--- src/rtl/updown_bounded_counter_pkg.sv ---
// Shared definitions for the bounded up/down counter: the encodings for
// counting direction and bound behaviour, used by the top and by the
// bound-check datapath.
package updown_bounded_counter_pkg;

    // Counting direction, as driven on up_not_down.
    typedef enum logic {
        DIR_DOWN = 1'b0,
        DIR_UP   = 1'b1
    } dir_e;

    // Behaviour when a step would cross a bound, as driven on saturate.
    typedef enum logic {
        MODE_WRAP = 1'b0,
        MODE_SAT  = 1'b1
    } mode_e;

    // Default geometry of the general-purpose lab counter.
    localparam int DEFAULT_WIDTH  = 32;
    localparam int DEFAULT_STEP_W = 8;

endpackage : updown_bounded_counter_pkg

--- src/rtl/updown_bounded_counter_bound_check.sv ---
// Combinational next-value and bound-event computation for one count step.
// All arithmetic is one bit wider than the counter, so a step that would
// carry or borrow out of WIDTH bits is seen as a bound crossing rather than
// a modular wrap of the register.
module updown_bounded_counter_bound_check
    import updown_bounded_counter_pkg::*;
#(
    parameter int WIDTH  = DEFAULT_WIDTH,
    parameter int STEP_W = DEFAULT_STEP_W
) (
    input  logic [WIDTH-1:0]  value,
    input  logic [STEP_W-1:0] step,
    input  logic [WIDTH-1:0]  limit_lo,
    input  logic [WIDTH-1:0]  limit_hi,
    input  logic              up_not_down,
    input  logic              saturate,
    output logic [WIDTH-1:0]  next_value,
    output logic              upper_evt,
    output logic              lower_evt
);

    dir_e             dir;
    mode_e            mode;
    logic [WIDTH:0]   value_ext;
    logic [WIDTH:0]   step_ext;
    logic [WIDTH:0]   hi_ext;
    logic [WIDTH:0]   sum_ext;
    logic [WIDTH:0]   floor_ext;
    logic [WIDTH-1:0] diff;
    logic             cfg_ok;
    logic             step_nz;

    assign dir  = dir_e'(up_not_down);
    assign mode = mode_e'(saturate);

    // Widened operands: lo + step and value + step both fit in WIDTH+1 bits
    // because the step is never wider than the counter.
    assign value_ext = {1'b0, value};
    assign step_ext  = (WIDTH+1)'(step);
    assign hi_ext    = {1'b0, limit_hi};
    assign sum_ext   = value_ext + step_ext;
    assign floor_ext = {1'b0, limit_lo} + step_ext;

    // Only used when value >= lo + step, so it never borrows.
    assign diff = value - WIDTH'(step);

    // Inverted bounds freeze the counter; a zero step is a no-op that must
    // not report events even when the value sits outside the bounds.
    assign cfg_ok  = (limit_lo <= limit_hi);
    assign step_nz = |step;

    // Next value and event flags for an enabled count cycle; holds otherwise.
    always_comb begin
        // NOTE: every output gets a default before any branch, so no path
        // leaves one unassigned and no latch is inferred.
        next_value = value;
        upper_evt  = 1'b0;
        lower_evt  = 1'b0;
        if (cfg_ok && step_nz) begin
            if (dir == DIR_UP) begin
                // Only the upper bound is checked going up, so a value below
                // limit_lo climbs normally.
                if (sum_ext > hi_ext) begin
                    upper_evt  = 1'b1;
                    next_value = (mode == MODE_SAT) ? limit_hi : limit_lo;
                end else begin
                    next_value = sum_ext[WIDTH-1:0];
                end
            end else begin
                // value < lo + step is value - step < lo without any borrow.
                if (value_ext < floor_ext) begin
                    lower_evt  = 1'b1;
                    next_value = (mode == MODE_SAT) ? limit_lo : limit_hi;
                end else begin
                    next_value = diff;
                end
            end
        end
    end

endmodule : updown_bounded_counter_bound_check

--- src/rtl/updown_bounded_counter.sv ---
// Parametrised up/down event/timer counter with run-time bounds, load with
// clamping, wrap or saturate at the bounds, a registered terminal-count
// pulse and sticky overflow/underflow flags. Edge priority is
// rst > load > count > hold.
module updown_bounded_counter
    import updown_bounded_counter_pkg::*;
#(
    parameter int WIDTH  = DEFAULT_WIDTH,
    parameter int STEP_W = DEFAULT_STEP_W
) (
    input  logic              clk,
    input  logic              rst,
    input  logic              en,
    input  logic              load,
    input  logic [WIDTH-1:0]  load_value,
    input  logic              up_not_down,
    input  logic [STEP_W-1:0] step,
    input  logic [WIDTH-1:0]  limit_lo,
    input  logic [WIDTH-1:0]  limit_hi,
    input  logic              saturate,
    input  logic              clr_flags,
    output logic [WIDTH-1:0]  out_value,
    output logic              tc,
    output logic              ovf,
    output logic              unf
);

    logic [WIDTH-1:0] count_next;
    logic             upper_evt;
    logic             lower_evt;
    logic [WIDTH-1:0] load_clamped;
    logic             cfg_ok;

    // Next value and bound events for a count step from the current value.
    updown_bounded_counter_bound_check #(
        .WIDTH  (WIDTH),
        .STEP_W (STEP_W)
    ) u_bound_check (
        .value       (out_value),
        .step        (step),
        .limit_lo    (limit_lo),
        .limit_hi    (limit_hi),
        .up_not_down (up_not_down),
        .saturate    (saturate),
        .next_value  (count_next),
        .upper_evt   (upper_evt),
        .lower_evt   (lower_evt)
    );

    assign cfg_ok = (limit_lo <= limit_hi);

    // Clamp the load value into [limit_lo, limit_hi].
    always_comb begin
        load_clamped = load_value;
        if (load_value < limit_lo) begin
            load_clamped = limit_lo;
        end else if (load_value > limit_hi) begin
            load_clamped = limit_hi;
        end
    end

    // Counter, terminal-count and sticky-flag registers with priority
    // rst > load > count > hold; clr_flags applies in every non-reset cycle
    // but loses to a same-cycle event.
    always_ff @(posedge clk) begin
        // NOTE: state registers use non-blocking assignments so every
        // register samples the pre-edge values, independent of statement order.
        if (rst) begin
            out_value <= '0;
            tc        <= 1'b0;
            ovf       <= 1'b0;
            unf       <= 1'b0;
        end else if (load) begin
            if (cfg_ok) begin
                out_value <= load_clamped;
            end
            tc  <= 1'b0;
            ovf <= ovf & ~clr_flags;
            unf <= unf & ~clr_flags;
        end else if (en) begin
            out_value <= count_next;
            tc        <= upper_evt | lower_evt;
            ovf       <= upper_evt | (ovf & ~clr_flags);
            unf       <= lower_evt | (unf & ~clr_flags);
        end else begin
            tc  <= 1'b0;
            ovf <= ovf & ~clr_flags;
            unf <= unf & ~clr_flags;
        end
    end

endmodule : updown_bounded_counter

--- config.mk ---
export PLATFORM = sky130hd
export DESIGN_NAME = updown_bounded_counter
export DESIGN_NICKNAME = d
export VERILOG_FILES = /design/src/rtl/updown_bounded_counter_pkg.sv /design/src/rtl/updown_bounded_counter_bound_check.sv /design/src/rtl/updown_bounded_counter.sv
export SDC_FILE = /design/constraint.sdc
export NUM_CORES = 1
export LEC_CHECK = 0
export BUFFER_PORTS_ARGS = -buffer_cell sky130_fd_sc_hd__clkbuf_2
export CAP_MARGIN = 15
export CORE_UTILIZATION = 55
export DETAILED_ROUTE_END_ITERATION = 6
export GPL_ROUTABILITY_DRIVEN = 0
export PLACE_DENSITY = 0.77
export SLEW_MARGIN = 40
export SYNTH_ARGS = -nofsm -noshare
export SYNTH_HDL_FRONTEND = slang
export SYNTH_HIERARCHICAL = 1
export SYNTH_SLANG_ARGS = --single-unit
--- constraint.sdc ---
create_clock -name clk -period 12.8 [get_ports clk]
set_input_delay 0.64 -clock clk [delete_from_list [all_inputs] [get_ports clk]]
set_output_delay 0.64 -clock clk [all_outputs]
set_load 0.005 [all_outputs]
==> run_results.csv, run 1 <==
group,metric,value,unit
outcome,status,"complete, no violations",
global_routing,grt_pass1_wl,69990,µm
clock_network,clock_path_buffers,2,
floorplanning,die_height,146.2,µm
clock_network,tritoncts,"done",
floorplanning,ios,146,
clock_network,cts_sinks,35,
yosys,async_flop_share,0,%
timing,min_period,6504,ps
place,portBuffers,145,
timing,slew_violations,0,
yosys,synth_edf_count,0,
timing,fmax,0.1538,GHz
place,hpwl,33600,µm
clock_network,clk_latency,310,ps
pwr,power_density,75.53,mW/mm²
timing,hold_viol,0,
min_path,hold_start,"ovf$_SDFF_PP0_",
final_layout,final_cell_mix,"ha_1, a21oi_1, clkbuf_2",
final_layout,post-route-util,61.43,%
yosys,ys_ff_latch,35,
setup_path,crit_chain,"ha_1, inv_1, fa_1, nor2_1, o221ai_1, a211oi_2, and2_1, nand2_1, xnor2_1, ha_1, nand4_1, nor4_1, nand4_1, a32o_1, nor2_2, buf_4, o21ai_0, a221o_1, nor2_1, o22ai_1, o221a_1",
min_path,hold_class,"reg2reg",
global_routing,grt_use_total,41.48,%
detailed_routing,vias,13571,
clock_network,clk_pin_slew_worst_paths,70,ps
timing,relSlewSlack,39.04,%
place,pre_cts_slack,6392,ps
yosys,synthCells,1576,
setup_path,end_kind,"flip-flop",
setup_path,criticalPathCategory,"reg2reg",
setup_path,critPathMaxFanout,14,
final_layout,nets,1986,
yosys,syn-cell-area,0.01143,mm²
timing,rsz0062_at_grt,"false",
clock_network,root_buffer,"clkbuf_16",
clock_network,hold_buffers,0,
detailed_routing,ant_nets,0,
detailed_routing,drt_iter0_markers,1748,
detailed_routing,totalWireLength,45190,µm
timing,setup_viol,0,
clock_network,cts_setup_buffers,0,
floorplanning,start_util,56.33,%
setup_path,critPathLaunchType,"flip-flop",
final_layout,nFillCells,1869,
floorplanning,row_count,52,
yosys,synth_top_area_share,23.42,%
final_layout,final_design_area_no_fill,0.01247,mm²
timing,setup_tns,0,ps
setup_path,crit_start,"out_value[0]$_SDFFE_PP0P_",
floorplanning,core,0.02030,mm²
place,place_area,0.01227,mm²
yosys,synth.net_count,1904,
detailed_routing,drc_errors,0,
clock_network,cts_resized,0,
global_routing,grt_max_degree,52,
final_layout,area_delta_synth_final,9.060,%
final_layout,drive_gt1_share,14.47,%
global_routing,grt_overflow,0,
timing,fin_hold_ws,601.1,ps
floorplanning,dieArea,0.02137,mm²
detailed_routing,wl_per_cell,23.41,µm
detailed_routing,viasPerCell,7.032,
yosys,ys_seq_area_share,6.128,%
setup_path,required,13000,ps
timing,tightest_slew,908.9,ps
detailed_routing,first_pass_iters,7,
yosys,yosysWarnings,6,
yosys,ys_types,84,
setup_path,slowest_delay,780,ps
setup_path,slowest_stage,"a211oi_2",
timing,clock_skew,9.623,ps
clock_network,numCtsBuffers,5,
yosys,synthTopCellsByArea,"ha_1, a21oi_1, dfxtp_1, inv_1, nand2_1",
floorplanning,die_w,146.2,µm
global_routing,grt_pass1_vias,12850,
final_layout,final_common_cell,"ha_1",
timing,period_share,50.81,%
pwr,leakagePower,5.943,nW
yosys,ys.flop_type,"dfxtp_1",
global_routing,grt_antenna_before_repair,1,
clock_network,cts_htree_levels,2,
yosys,syn_avg_cell_area,7.256,µm²
yosys,synth_top_area_cell,"ha_1",
timing,worst_slack,6296,ps
flow_run,cap_violations,0,
pwr,ir_worst_vdd,75.70,µV
setup_path,cp.arrival,6700,ps
setup_path,regToRegStartpoint,"out_value[0]$_SDFFE_PP0P_",
==> worst max-delay path, delay by kind of cell, from the launching register on <==
| family | cells | cell delay, ps |
|---|---|---|
| AND/OR/NAND/NOR | 8 | 2100 |
| flip-flops | 1 | 560 |
| XOR/XNOR | 1 | 180 |
| adder cells (fa/ha/maj) | 3 | 960 |
| AO/OA/AOI/OAI | 7 | 2150 |
| buffers and inverters | 2 | 410 |
==> final cells by class <==
| class | instances | area, µm² | share of cell area (%) |
|---|---|---|---|
| repair buffers | 170 | 970.9 | 7.786 |
| diodes | 1 | 2.502 | 0.02007 |
| inverters | 134 | 503.0 | 4.033 |
| multi-input cells | 1312 | 9763 | 78.29 |
| clock buffers | 5 | 125.1 | 1.003 |
| well taps | 270 | 337.8 | 2.709 |
| flip-flops and latches | 35 | 700.7 | 5.619 |
| clock inverters | 3 | 67.56 | 0.5418 |
==> synthesized netlist by cell type, types with 19 or more instances <==
cell type	count
a21o_1	19
a21oi_1	157
clkbuf_1	58
dfxtp_1	35
ha_1	214
inv_1	134
mux2i_1	39
nand2_1	134
nand3_1	69
nand4_1	49
nor2_1	93
nor2b_1	19
nor3_1	24
o211ai_1	29
o21ai_0	95
o221a_1	27
o221ai_1	23
o22ai_1	30
xnor2_1	36
xor2_1	34
==> logic make-up (layout without fill, tap and decap cells) <==
family / Yosys count / in the layout / share of synthesized area (%)
adder cells (fa/ha/maj): 217 / 217 / 23.94
other: 0 / 1 / 0
AND/OR/NAND/NOR: 471 / 471 / 20.72
multiplexers: 51 / 51 / 4.596
buffers and inverters: 229 / 312 / 9.213
AO/OA/AOI/OAI: 503 / 503 / 30.04
XOR/XNOR: 70 / 70 / 5.362
flip-flops: 35 / 35 / 6.128
==> routing by layer <==
| metal | share of wire (%) | GRT usage, % | vias up |
|---|---|---|---|
| met2 | 42 | 63.36 | 1028 |
| li1 | - | - | 6094 |
| met3 | 12 | 8.969 | 263 |
| met1 | 39 | 51.99 | 6184 |
| met4 | 7.4 | 28.54 | 2 |
| met5 | 0.029 | 0 | - |
==> path summary, 6_finish.rpt <==
path	endpoint	slack, ps	depth (start not counted)
hold reg to reg	ovf$_SDFF_PP0_	600	3
hold / removal	ovf$_SDFF_PP0_	600	3
setup reg to reg	out_value[4]$_SDFFE_PP0P_	6300	21
setup / recovery	out_value[4]$_SDFFE_PP0P_	6300	21
==> through the flow <==
stage | instances | power (mW)
final | 1930 | 0.9420
after global routing | 1929 | 0.9928
after CTS | 1929 | 0.9147
after detailed placement | 1921 | 0.7361
after global placement | 1917 | 0.7122
after floorplan | 1576 | 0.5472
==> power by group <==
part | switching [mW] | internal (mW) | leakage, nW
clock | 0.0644 | 0.112 | 0.0900
sequential | 0.0383 | 0.121 | 0.289
combinational | 0.371 | 0.235 | 5.56
==> registers in the layout, indices dropped and copies added, names as in the netlist <==
| register | cells |
|---|---|
| out_value | 32 |
| ovf | 1 |
| tc | 1 |
| unf | 1 |
(Power assumes the default switching activity.)
==> inputs of run 2 (changes only) <==
--- a/config.mk
+++ b/config.mk
@@ -10,7 +10,7 @@
 export CORE_UTILIZATION = 55
 export DETAILED_ROUTE_END_ITERATION = 6
 export GPL_ROUTABILITY_DRIVEN = 0
-export PLACE_DENSITY = 0.77
+export PLACE_DENSITY = 0.8
 export SLEW_MARGIN = 40
 export SYNTH_ARGS = -nofsm -noshare
 export SYNTH_HDL_FRONTEND = slang
==> constraint.sdc (replaced) <==
create_clock -name clk -period 5.6 [get_ports clk]
set_input_delay 0.28 -clock clk [delete_from_list [all_inputs] [get_ports clk]]
set_output_delay 0.28 -clock clk [all_outputs]
set_load 0.005 [all_outputs]
==> run 2 against run 1 <==
Clock-buffer cell count grew 1. Worst setup slack worse by 6100 ps. Clock skew decreased by 5.4 ps. Utilization is 0.88 points higher. Routed wire length is 0.34% higher. Cell area up 1.4%. Combinational power increased by 140%. Sequential cell count unchanged. Non-clock buffer count increased by 32. Global-route usage decreased by 0.14 points.
==> run_results.csv, run 2 (synthesized netlist as in run 1, its figures left out) <==
group,metric,value,unit
setup_path,crit_start,"limit_lo[0]",
timing,fmax,0.1858,GHz
setup_path,regToRegSetupSlack,330,ps
min_path,hold_class,"in2reg",
timing,tightest_slew,982.3,ps
global_routing,grt_pass1_wl,70460,µm
detailed_routing,ant_nets,0,
setup_path,criticalPathCategory,"in2reg",
timing,rsz0062_at_grt,"false",
timing,slew_violations,0,
detailed_routing,viasPerCell,7.067,
final_layout,final_common_cell,"ha_1",
setup_path,r2r_cells,20,
detailed_routing,wl_per_cell,23.12,µm
setup_path,path_delay_family,"compound AO/OA/AOI/OAI gates",
global_routing,grt_pass1_vias,13289,
setup_path,crit_chain,"clkbuf_2, ha_1, inv_1, fa_1, nor2b_1, o31a_1, o32ai_2, nand4bb_1, nor2_1, xnor2_1, ha_1, a21oi_1, nor2_1, o31a_1, o21ai_0, o2111a_1, nor2_1, buf_4, a2111oi_0, a221o_1, nor2_1, nor2_1, mux2i_1, a311oi_1",
setup_path,crit_buf_inv,3,
clock_network,clk_latency,310,ps
final_layout,final_design_area_no_fill,0.01265,mm²
final_layout,drive_gt1_share,15.97,%
timing,min_period,5382,ps
setup_path,slowest_delay,660,ps
detailed_routing,drt_iter0_markers,2007,
setup_path,critPathLaunchType,"primary input",
clock_network,hold_buffers,0,
final_layout,area_delta_synth_final,10.62,%
detailed_routing,first_pass_iters,6,
min_path,hold_path_end,"unf$_SDFF_PP0_",
floorplanning,core,0.02030,mm²
floorplanning,dieArea,0.02137,mm²
pwr,power_density,169.8,mW/mm²
detailed_routing,totalWireLength,45340,µm
setup_path,end_kind,"flip-flop",
setup_path,regToRegStartpoint,"out_value[3]$_SDFFE_PP0P_",
place,hpwl,34380,µm
detailed_routing,drc_errors,0,
floorplanning,ios,146,
final_layout,largest_reg_flops,32,
pwr,leakagePower,6.088,nW
final_layout,top_register,"out_value",
timing,clock_skew,4.264,ps
global_routing,grt_overflow,0,
outcome,status,"complete, no violations",
min_path,holdPathStages,4,
timing,hold_viol,0,
setup_path,worstReg2RegEnd,"out_value[13]$_SDFFE_PP0P_",
pwr,ir_worst_vdd,134.7,µV
clock_network,tritoncts,"done",
timing,setup_tns,0,ps
setup_path,slowest_stage,"a2111oi_0",
setup_path,required,5820,ps
setup_path,critPathMaxFanout,8,
floorplanning,row_count,52,
final_layout,n_antenna_cell,0,
place,place_area,0.01243,mm²
clock_network,root_buffer,"clkbuf_16",
floorplanning,start_util,56.33,%
detailed_routing,vias,13859,
timing,period_share,96.11,%
global_routing,grt_max_degree,64,
timing,relSlewSlack,33.82,%
place,portBuffers,145,
clock_network,clock_path_buffers,2,
final_layout,nets,2018,
final_layout,final_cell_mix,"ha_1, a21oi_1, clkbuf_2",
clock_network,cts_htree_levels,2,
setup_path,path_common_cell,"nor2_1",
flow_run,cap_violations,0,
clock_network,cts_sinks,35,
final_layout,post-route-util,62.32,%
timing,setup_viol,0,
clock_network,clk_pin_slew_worst_paths,70,ps
setup_path,cp.arrival,5600,ps
global_routing,grt_antenna_before_repair,0,
floorplanning,die_w,146.2,µm
floorplanning,die_height,146.2,µm
clock_network,numCtsBuffers,5,
global_routing,grt_use_total,41.34,%
min_path,hold_start,"clr_flags",
[run 2: changes by cell type in the layout (fill, tap and decap cells not counted), moves of 2 or more]
| cell | delta |
|---|---|
| nor3_1 | +2 |
| buf_4 | +34 |
| nor3_2 | -2 |
| buf_16 | -2 |
[run 2: worst register-to-register path: cells and delay by family (launching register included)]
family	cells	cell delay [ps]
muxes	1	280
and+or+nand+nor	5	950
xor gates and xnor gates	1	210
buffers and inverters	2	410
AOI/OAI and AO/OA	9	2230
adders and majority gates	2	620
DFF	1	480
[run 2: stage by stage]
step           power [mW]  std cells  hold WS (ps)  setup slack, ps
2_1_floorplan       1.251       1576         492.7            641.7
3_3_place_gp        1.654       1949         584.4            221.6
3_5_place_dp        1.699       1950         597.2            120.5
4_1_cts             2.066       1958         297.2            371.8
5_1_grt             2.265       1961         326.2            24.73
6_report            2.148       1961         292.6            217.6
[run 2: per-layer routing]
metal | track usage [%] | part of all wire (%) | wire (µm)
met5 | 0 | 0 | 0
met2 | 63.29 | 42 | 18990
met3 | 11.69 | 13 | 5961
met1 | 49.95 | 37 | 16800
met4 | 28.65 | 7.9 | 3586
[run 2: where the power goes]
| group | switching, mW | total [mW] | internal, mW |
|---|---|---|---|
| sequential | 0.0633 | 0.341 | 0.278 |
| combinational | 0.879 | 1.44 | 0.558 |
| clock | 0.147 | 0.370 | 0.223 |
[run 2: worst max-delay path by stage]
stage,to,depth (start not counted)
floorplan,out_value[25]$_SDFFE_PP0P_,22
global placement,out_value[11]$_SDFFE_PP0P_,24
detailed placement,out_value[11]$_SDFFE_PP0P_,24
CTS,out_value[13]$_SDFFE_PP0P_,22
global route,out_value[11]$_SDFFE_PP0P_,25
finish,out_value[11]$_SDFFE_PP0P_,24
[run 2: layout make-up]
cell class / instances / area [µm²]
Timing Repair Buffer: 202 / 1176
Inverter: 134 / 503.0
Multi-Input combinational cell: 1312 / 9758
Clock buffer: 6 / 138.9
Sequential cell: 35 / 700.7
Tap cell: 270 / 337.8
Fill cell: 1829 / 7650
Clock inverter: 2 / 35.03
[run 2: timing repair]
| action | 4_1_cts | 5_1_grt |
|---|---|---|
| gates resized for setup | 0 | 3 |
| hold endpoints to repair | 0 | 0 |
| buffers inserted | 0 | 3 |
| setup endpoints to repair | 0 | 12 |
==> inputs of run 3 (changes only) <==
--- a/config.mk
+++ b/config.mk
@@ -7,10 +7,11 @@
 export LEC_CHECK = 0
 export BUFFER_PORTS_ARGS = -buffer_cell sky130_fd_sc_hd__clkbuf_2
 export CAP_MARGIN = 15
-export CORE_UTILIZATION = 55
+export CORE_ASPECT_RATIO = 0.9
+export CORE_UTILIZATION = 54
 export DETAILED_ROUTE_END_ITERATION = 6
 export GPL_ROUTABILITY_DRIVEN = 0
-export PLACE_DENSITY = 0.8
+export PLACE_DENSITY = 0.79
 export SLEW_MARGIN = 40
 export SYNTH_ARGS = -nofsm -noshare
 export SYNTH_HDL_FRONTEND = slang
==> run 3 against run 2 <==
Largest power group unchanged. Hold slack better by 12 ps. Power down 1.7%. Register-to-register slack improved by 40 ps. Die area up 1.8%. Sequential power rose by 6%. Largest cell class unchanged. Global-route usage decreased by 0.56 points. Clock skew up 4.5 ps.
==> run_results.csv, run 3 (synthesized netlist as in run 1, its figures left out) <==
group,metric,value,unit
outcome,status,"complete, no violations",
floorplanning,core,0.02077,mm²
floorplanning,ios,146,
final_layout,final_cell_mix,"ha_1, a21oi_1, clkbuf_2",
clock_network,clk_pin_slew_worst_paths,70,ps
setup_path,cp.arrival,5480,ps
place,hpwl,34470,µm
clock_network,root_buffer,"clkbuf_16",
pwr,power_density,167.7,mW/mm²
final_layout,largest_reg_flops,32,
global_routing,grt_use_total,40.78,%
final_layout,nets,2006,
final_layout,n_antenna_cell,0,
global_routing,grt_max_degree,72,
final_layout,drive_gt1_share,15.43,%
timing,slew_violations,0,
flow_run,cap_violations,0,
clock_network,clock_path_buffers,2,
final_layout,post-route-util,60.62,%
floorplanning,row_count,50,
timing,setup_tns,0,ps
detailed_routing,drt_iter0_markers,1894,
final_layout,final_common_cell,"ha_1",
timing,rsz0062_at_grt,"false",
timing,relSlewSlack,39.44,%
clock_network,cts_sinks,35,
floorplanning,die_w,155.4,µm
setup_path,worstReg2RegEnd,"out_value[15]$_SDFFE_PP0P_",
min_path,hold_class,"in2reg",
final_layout,top_register,"out_value",
global_routing,grt_pass1_wl,69750,µm
min_path,hold_start,"clr_flags",
floorplanning,start_util,55.05,%
setup_path,regToRegSetupSlack,370,ps
setup_path,criticalPathCategory,"in2reg",
global_routing,grt_overflow,0,
setup_path,r2r_cells,19,
setup_path,end_kind,"flip-flop",
detailed_routing,first_pass_iters,6,
final_layout,area_delta_synth_final,10.11,%
clock_network,hold_buffers,0,
place,portBuffers,145,
clock_network,clk_latency,310,ps
detailed_routing,ant_nets,0,
setup_path,regToRegStartpoint,"out_value[5]$_SDFFE_PP0P_",
min_path,holdPathStages,4,
timing,fin_hold_ws,304.4,ps
timing,fmax,0.1901,GHz
timing,tightest_slew,900.1,ps
setup_path,critPathLaunchType,"primary input",
detailed_routing,viasPerCell,6.947,
timing,period_share,93.96,%
floorplanning,die_height,140.1,µm
setup_path,critPathMaxFanout,14,
timing,min_period,5262,ps
timing,setup_viol,0,
detailed_routing,vias,13651,
timing,clock_skew,8.721,ps
clock_network,tritoncts,"done",
global_routing,grt_antenna_before_repair,0,
floorplanning,dieArea,0.02176,mm²
clock_network,cts_htree_levels,2,
min_path,hold_path_end,"ovf$_SDFF_PP0_",
pwr,ir_worst_vdd,115.9,µV
detailed_routing,wl_per_cell,22.84,µm
setup_path,required,5820,ps
clock_network,numCtsBuffers,5,
pwr,leakagePower,6.030,nW
global_routing,grt_pass1_vias,12878,
detailed_routing,drc_errors,0,
timing,hold_viol,0,
detailed_routing,totalWireLength,44880,µm
==> run 3: what timing repair did <==
| action | CTS | global route |
|---|---|---|
| endpoints found under the setup margin | 0 | 8 |
| resized for setup | 0 | 3 |
| buffers inserted | 0 | 0 |
==> run 3: layout make-up <==
type / count / area [µm²]
Timing Repair Buffer: 190 / 1110
Inverter: 134 / 503.0
Multi-Input combinational cell: 1312 / 9749
Clock buffer: 5 / 125.1
Sequential cell: 35 / 701.9
Tap cell: 286 / 357.8
Fill cell: 1968 / 8179
Clock inverter: 3 / 43.79
==> run 3: worst max-delay path, cell delays in order <==
cell	delay (ps)
clkbuf_2	190
ha_1	210
inv_1	60
fa_1	390
nor2b_1	190
o31a_1	240
o32ai_2	170
nand4bb_1	410
nor2_1	220
xnor2_1	150
ha_1	270
a21oi_1	160
nor2_1	60
o31a_1	270
o21ai_0	300
o2111a_1	290
buf_4	250
nor2_1	120
buf_4	200
a2111oi_0	450
a221o_1	190
nor2_1	40
nor2_1	100
mux2i_1	80
a311oi_1	190
==> run 3: metal layers <==
layer	GRT usage (%)	share of wire, %	vias up
met5	0	0	-
met4	26.52	6.4	0
met3	12.31	14	219
met2	60.37	41	1103
met1	51.07	38	6181
li1	-	-	6148
==> run 3: how the worst max path moves through the flow <==
stage	startpoint	endpoint	slack (ps)	depth (start not counted)
2_1_floorplan	out_value[0]$_SDFFE_PP0P_	out_value[25]$_SDFFE_PP0P_	640	22
3_3_place_gp	limit_lo[0]	out_value[11]$_SDFFE_PP0P_	190	25
3_5_place_dp	limit_lo[0]	out_value[11]$_SDFFE_PP0P_	110	25
4_1_cts	out_value[1]$_SDFFE_PP0P_	out_value[15]$_SDFFE_PP0P_	370	22
5_1_grt	limit_lo[0]	out_value[1]$_SDFFE_PP0P_	40	24
6_report	limit_lo[0]	out_value[11]$_SDFFE_PP0P_	340	25
==> run 3: power breakdown <==
group          switching, mW  internal [mW]
sequential            0.0819          0.278
clock                  0.144          0.211
combinational          0.850          0.547
total                   1.08           1.04
==> run 3: stage by stage <==
stage,power [mW],area (µm²),setup slack (ps),std cells
floorplan,1.251,11430,641.7,1576
global placement,1.643,12330,187.7,1955
detailed placement,1.688,12400,109.5,1957
CTS,2.043,12570,369.1,1965
global route,2.233,12590,44.27,1965
finish,2.112,12590,338.5,1965
